[config.mk]
export PLATFORM = sky130hd
export DESIGN_NAME = regfile_2r1w
export DESIGN_NICKNAME = d
export VERILOG_FILES = /design/src/rtl/regfile_2r1w.sv
export SDC_FILE = /design/constraint.sdc
export NUM_CORES = 2
export LEC_CHECK = 0
export CAP_MARGIN = 15
export CORE_ASPECT_RATIO = 1.2
export CORE_MARGIN = 2
export CORE_UTILIZATION = 50
export CTS_BUF_LIST = sky130_fd_sc_hd__clkbuf_16
export DETAILED_ROUTE_END_ITERATION = 16
export MAX_ROUTING_LAYER = met4
export PLACE_DENSITY = 0.78
export SLEW_MARGIN = 40
export SYNTH_ARGS = -nofsm -noshare
export SYNTH_HDL_FRONTEND = slang
export SYNTH_SLANG_ARGS = --single-unit
[constraint.sdc]
create_clock -name clk -period 1.81 [get_ports clk]
set_input_delay 0.2715 -clock clk [delete_from_list [all_inputs] [get_ports clk]]
set_output_delay 0.2715 -clock clk [all_outputs]
set_load 0.01 [all_outputs]
[src/rtl/regfile_2r1w.sv]
// ============================================================================
// Module   : regfile_2r1w
// Brief    : 2-read / 1-write register file with registered reads and
//            write-to-read forwarding. Build macro REGFILE_ZERO_REG_EN
//            hard-wires entry DEPTH-1 to zero.
// Revision : 1.0 - initial release
// ============================================================================
`default_nettype none

module regfile_2r1w #(
    parameter int WIDTH = 64,
    parameter int DEPTH = 32
) (
    input  logic                     clk,
    input  logic                     reset_n,
    input  logic                     wr_en,
    input  logic [$clog2(DEPTH)-1:0] wr_addr,
    input  logic [WIDTH-1:0]         wr_data,
    input  logic                     rd_en,
    input  logic [$clog2(DEPTH)-1:0] rd_addr0,
    input  logic [$clog2(DEPTH)-1:0] rd_addr1,
    output logic [WIDTH-1:0]         rd_data0,
    output logic [WIDTH-1:0]         rd_data1,
    output logic                     rd_valid
);

    localparam int            AW        = $clog2(DEPTH);
    localparam logic [AW:0]   DEPTH_L   = (AW+1)'(DEPTH);
    localparam logic [AW-1:0] LAST_ADDR = AW'(DEPTH - 1);

`ifdef REGFILE_ZERO_REG_EN
    localparam bit ZERO_REG = 1'b1;
`else
    localparam bit ZERO_REG = 1'b0;
`endif

    logic [WIDTH-1:0] mem [DEPTH];
    logic             wr_ok;
    logic [WIDTH-1:0] rd_next0;
    logic [WIDTH-1:0] rd_next1;

    function automatic logic in_range(input logic [AW-1:0] a);
        return ({1'b0, a} < DEPTH_L);
    endfunction

    function automatic logic is_zero_reg(input logic [AW-1:0] a);
        return ZERO_REG && (a == LAST_ADDR);
    endfunction

    // A write is valid only in range and never to the hard-wired zero entry
    assign wr_ok = wr_en && in_range(wr_addr) && !is_zero_reg(wr_addr);

    always_comb begin
        rd_next0 = '0;
        rd_next1 = '0;
        if (in_range(rd_addr0) && !is_zero_reg(rd_addr0)) begin
            rd_next0 = (wr_ok && (wr_addr == rd_addr0)) ? wr_data : mem[rd_addr0];
        end
        if (in_range(rd_addr1) && !is_zero_reg(rd_addr1)) begin
            rd_next1 = (wr_ok && (wr_addr == rd_addr1)) ? wr_data : mem[rd_addr1];
        end
    end

    always_ff @(posedge clk or negedge reset_n) begin
        if (!reset_n) begin
            for (int i = 0; i < DEPTH; i++) begin
                mem[i] <= '0;
            end
        end else if (wr_ok) begin
            mem[wr_addr] <= wr_data;
        end
    end

    always_ff @(posedge clk or negedge reset_n) begin
        if (!reset_n) begin
            rd_data0 <= '0;
            rd_data1 <= '0;
            rd_valid <= 1'b0;
        end else begin
            rd_valid <= rd_en;
            if (rd_en) begin
                rd_data0 <= rd_next0;
                rd_data1 <= rd_next1;
            end
        end
    end

endmodule

`default_nettype wire

==> flow_summary.ini <==
[sta]
max-slew-margin-rel = 0.524
max_slew.worst_pin.slew_ns = 0.714
timing.final.crit_share = 1.14
maxSlewViolCount = 0
setup_total_negative_slack_ns = -10.52
finalSetupViolations = 116
maxClockFrequency_mhz = 486
final_hold_viol_count = 0
grt_setup_unrepaired = true
worst_hold_slack_ns = 0.0616
postLayoutSetupSlackWorst_ns = -0.249
timing.final.crit_period_ns = 2.06
finalClockSkew_ns = 0.0732

[clock_network]
cts_htree_levels = 4
clock_sink_count = 2177
cts_tree = done
cts.clk_slew.worst_paths_ns = 0.07
cts-root-to-sink-buffers = 4
clock_latency_ns = 0.92
root_buffer = sky130_fd_sc_hd__clkbuf_16
numCtsBuffers = 219

[power]
combinationalPowerShare = 0.248
p_sw_mw = 41.6
power.share.switching = 0.283
ir_drop_uv = 832
clkPwrFrac = 0.304
power-per-cell-area_nw_per_um2 = 1050
p_seq_frac = 0.449
internal_power_mw = 105
power_leakage_nw = 62.0

[synthesis]
synth_fp_nets = 7227
syn_area_sq_um = 113000
ys.flop_type = sky130_fd_sc_hd__dfrtp_1
synth_top_area_cells = sky130_fd_sc_hd__dfrtp_1, sky130_fd_sc_hd__mux4_2, sky130_fd_sc_hd__mux2_2
post_synthesis_share_of_cell_area_spent_on_and_or_nand_and_nor_gates = 0.0127
post_synth.cell_area_avg_sq_um = 15.8
yosys.cell_types.count = 60
synth_top_cell_area_share = 0.482
synth_area_in_compound_gates = 0.0359
yosys.area.top_type = sky130_fd_sc_hd__dfrtp_1
postSynthCellCount = 7144
synth_adder_area_share = 0
yosys_register_bits = 2177
synth_top_family_by_area = multiplexers
warnings_from_yosys = 0
synth_xor_xnor_area_share = 0.000774
synth_enable_flop_cells = 0
synth.yosys.seq_area_share = 0.482
synth.mux.area_fraction = 0.437
postSynth.asyncResetShare = 1.00

[place]
port_buffers = 211
globalplace.congestion = 0.953
placedInstanceArea_sq_um = 132000
hpwlAfterDp_um = 275000
dp_slack_ns = -1.03

[min_path]
holdCritPathClass = in2async

[route]
route.vias.total = 80700
via_per_inst = 6.96
route.detailed.wl_per_inst_um = 34.9
drcViolationCount = 0
finalWirelength_um = 404000
drtPass1Iterations = 6
antenna_left = 0
initialDrtViolationCount = 9774

[cells_and_area]
fin_nets = 8492
multi_input_comb_area_sq_um = 56300
finish.utilization = 0.622
filler_cell_count = 15600
register_area_sq_um = 54600
finish.instance_area_sq_um = 140000
post_route_cells_drive_above_1_share = 0.638
synthesis_to_finish_area_growth_pct = 23.9

[status]
run_status = finished with violations
violations = negative setup slack

[job]
timing.max_cap.violations = 0

[floorplanning]
die_height_um = 525
floorplan.die_area_sq_um = 230000
placementRows = 191
design.portCount = 212
dieWidth_um = 438
core-area_sq_um = 225000
floorplan.initialDensity = 0.502

[global_route]
grt_util_all_layers = 0.362
antenna_found_initial = 13
first_global_vias = 85200
gr-total-overflow = 0
grt_pass1_wl_um = 591000
largest_net_degree_at_the_start_of_global_routing = 91

[setup_path]
setup.worst_path.end_class = flip-flop
worst_path_most_repeated_cell = sky130_fd_sc_hd__mux4_2
required_ns = 2.57
worst-setup-path-type = reg2reg
critical_path_arrival_ns = 2.82
timing.critical_path.cells = mux4_2, mux4_2, a22o_4, a221o_1
timing.critical_path.slowest_stage_cell = sky130_fd_sc_hd__mux4_2
worst-path-max-fanout = 2
critical_path.max_stage_delay_ns = 0.50
top_delay_family_on_crit_path = multiplexers
setup.worst_path.start_class = flip-flop
cp_num_buf_inv = 0
[tightest hold or removal path: stages]
cell,delay (ns)
sky130_fd_sc_hd__dlygate4sd3_1,0.61
sky130_fd_sc_hd__buf_16,0.23
sky130_fd_sc_hd__buf_4,0.19
[path summary, 6_finish.rpt]
| path | endpoint | startpoint | depth (start not counted) | slack [ns] |
|---|---|---|---|---|
| min in group clk | rd_data1[11] | rd_addr1[3] | 4 | 0.10 |
| worst max register to register | rd_data1[12] | mem[1036] | 4 | -0.25 |
| max in group asynchronous | rd_data1[50] | reset_n | 4 | 0.84 |
| worst min-delay path | mem[545] | reset_n | 3 | 0.06 |
| worst min register to register | mem[1720] | mem[1720] | 2 | 0.52 |
| worst max-delay path | rd_data1[12] | mem[1036] | 4 | -0.25 |
[stage by stage]
stage / power, mW / std cells
final: 147 / 11600
after global routing: 152 / 11600
after CTS: 146 / 11500
after detailed placement: 101 / 11000
after global placement: 98.3 / 11000
after floorplan: 85.7 / 7144
[what timing repair did]
item / 4_1_cts / 5_1_grt
hold buffers: 6 / 0
pin swaps: 65 / 39
hold endpoints to repair: 1984 / 0
buffers inserted: 101 / 43
endpoints found under the setup margin: 251 / 135
resized for setup: 719 / 104
[cell type report]
cell class / count / area share
Multi-Input combinational cell: 4176 / 0.402
Sequential cell: 2177 / 0.389
Timing Repair Buffer: 1827 / 0.134
Clock buffer: 219 / 0.0391
Tap cell: 2991 / 0.0267
Clock inverter: 169 / 0.00901
Inverter: 8 / 0.000339
Antenna cell: 16 / 0.000286
[power by group through the flow]
stage / clock network (mW) / registers [mW] / logic (mW)
floorplan: 0 / 63.6 / 22.1
global placement: 0 / 65.2 / 33.1
detailed placement: 0 / 66.2 / 34.4
CTS: 44.6 / 65.5 / 35.5
global route: 46.6 / 66.8 / 38.2
finish: 44.5 / 65.8 / 36.3
[cell usage after synthesis, types with 4 or more instances]
cell,number
sky130_fd_sc_hd__a2111oi_0,19
sky130_fd_sc_hd__a211o_1,14
sky130_fd_sc_hd__a211oi_1,20
sky130_fd_sc_hd__a21oi_1,36
sky130_fd_sc_hd__a221o_1,88
sky130_fd_sc_hd__a22o_1,45
sky130_fd_sc_hd__a22oi_1,19
sky130_fd_sc_hd__a31oi_1,7
sky130_fd_sc_hd__and2_1,7
sky130_fd_sc_hd__and3_1,5
sky130_fd_sc_hd__buf_1,23
sky130_fd_sc_hd__buf_2,176
sky130_fd_sc_hd__buf_4,49
sky130_fd_sc_hd__buf_6,32
sky130_fd_sc_hd__clkbuf_1,502
sky130_fd_sc_hd__dfrtp_1,2177
sky130_fd_sc_hd__inv_1,4
sky130_fd_sc_hd__mux2_2,2119
sky130_fd_sc_hd__mux2i_1,132
sky130_fd_sc_hd__mux4_2,1077
sky130_fd_sc_hd__nand2_1,100
sky130_fd_sc_hd__nand2b_1,8
sky130_fd_sc_hd__nand3_1,10
sky130_fd_sc_hd__nand3b_1,4
sky130_fd_sc_hd__nor2_1,56
sky130_fd_sc_hd__nor2b_1,18
sky130_fd_sc_hd__nor3_1,12
sky130_fd_sc_hd__nor3b_1,4
sky130_fd_sc_hd__nor4_1,49
sky130_fd_sc_hd__o211ai_1,8
sky130_fd_sc_hd__o21ai_0,48
sky130_fd_sc_hd__o21ai_1,12
sky130_fd_sc_hd__o221ai_1,43
sky130_fd_sc_hd__o22ai_1,157
sky130_fd_sc_hd__o32ai_1,4
sky130_fd_sc_hd__or2_2,8
sky130_fd_sc_hd__or3_1,4
sky130_fd_sc_hd__xnor2_1,10
[per-layer routing]
metal / vias up / track usage / part of all wire
li1: 30700 / - / -
met1: 42600 / 0.441 / 0.35
met2: 5531 / 0.528 / 0.45
met3: 1807 / 0.0940 / 0.11
met4: 0 / 0.251 / 0.087
met5: - / - / 0
[cells in the final DEF, fill, tap and decap left out, drive strengths merged, types with 49 or more instances in the layout]
cell type,synthesis,layout
a221o,88,88
buf,281,1743
clkbuf,502,219
clkdlybuf4s50,0,70
clkinv,2,102
dfrtp,2177,2177
inv,6,50
mux2,2119,2119
mux2i,132,132
mux4,1077,1077
nand2,100,100
nor2,56,56
nor4,49,49
o21ai,60,60
o22ai,157,157
[cells by family after synthesis]
kind of cell,Yosys count
AND/OR/NAND/NOR,293
buffers and inverters,791
XOR/XNOR,10
flip-flops,2177
AO/OA/AOI/OAI,545
multiplexers,3328
[registers in the layout, summed over array words and instances, names as in the netlist]
name      count
mem        2048
rd_data0     64
rd_valid      1
rd_data1     64
(Power assumes the default switching activity.)
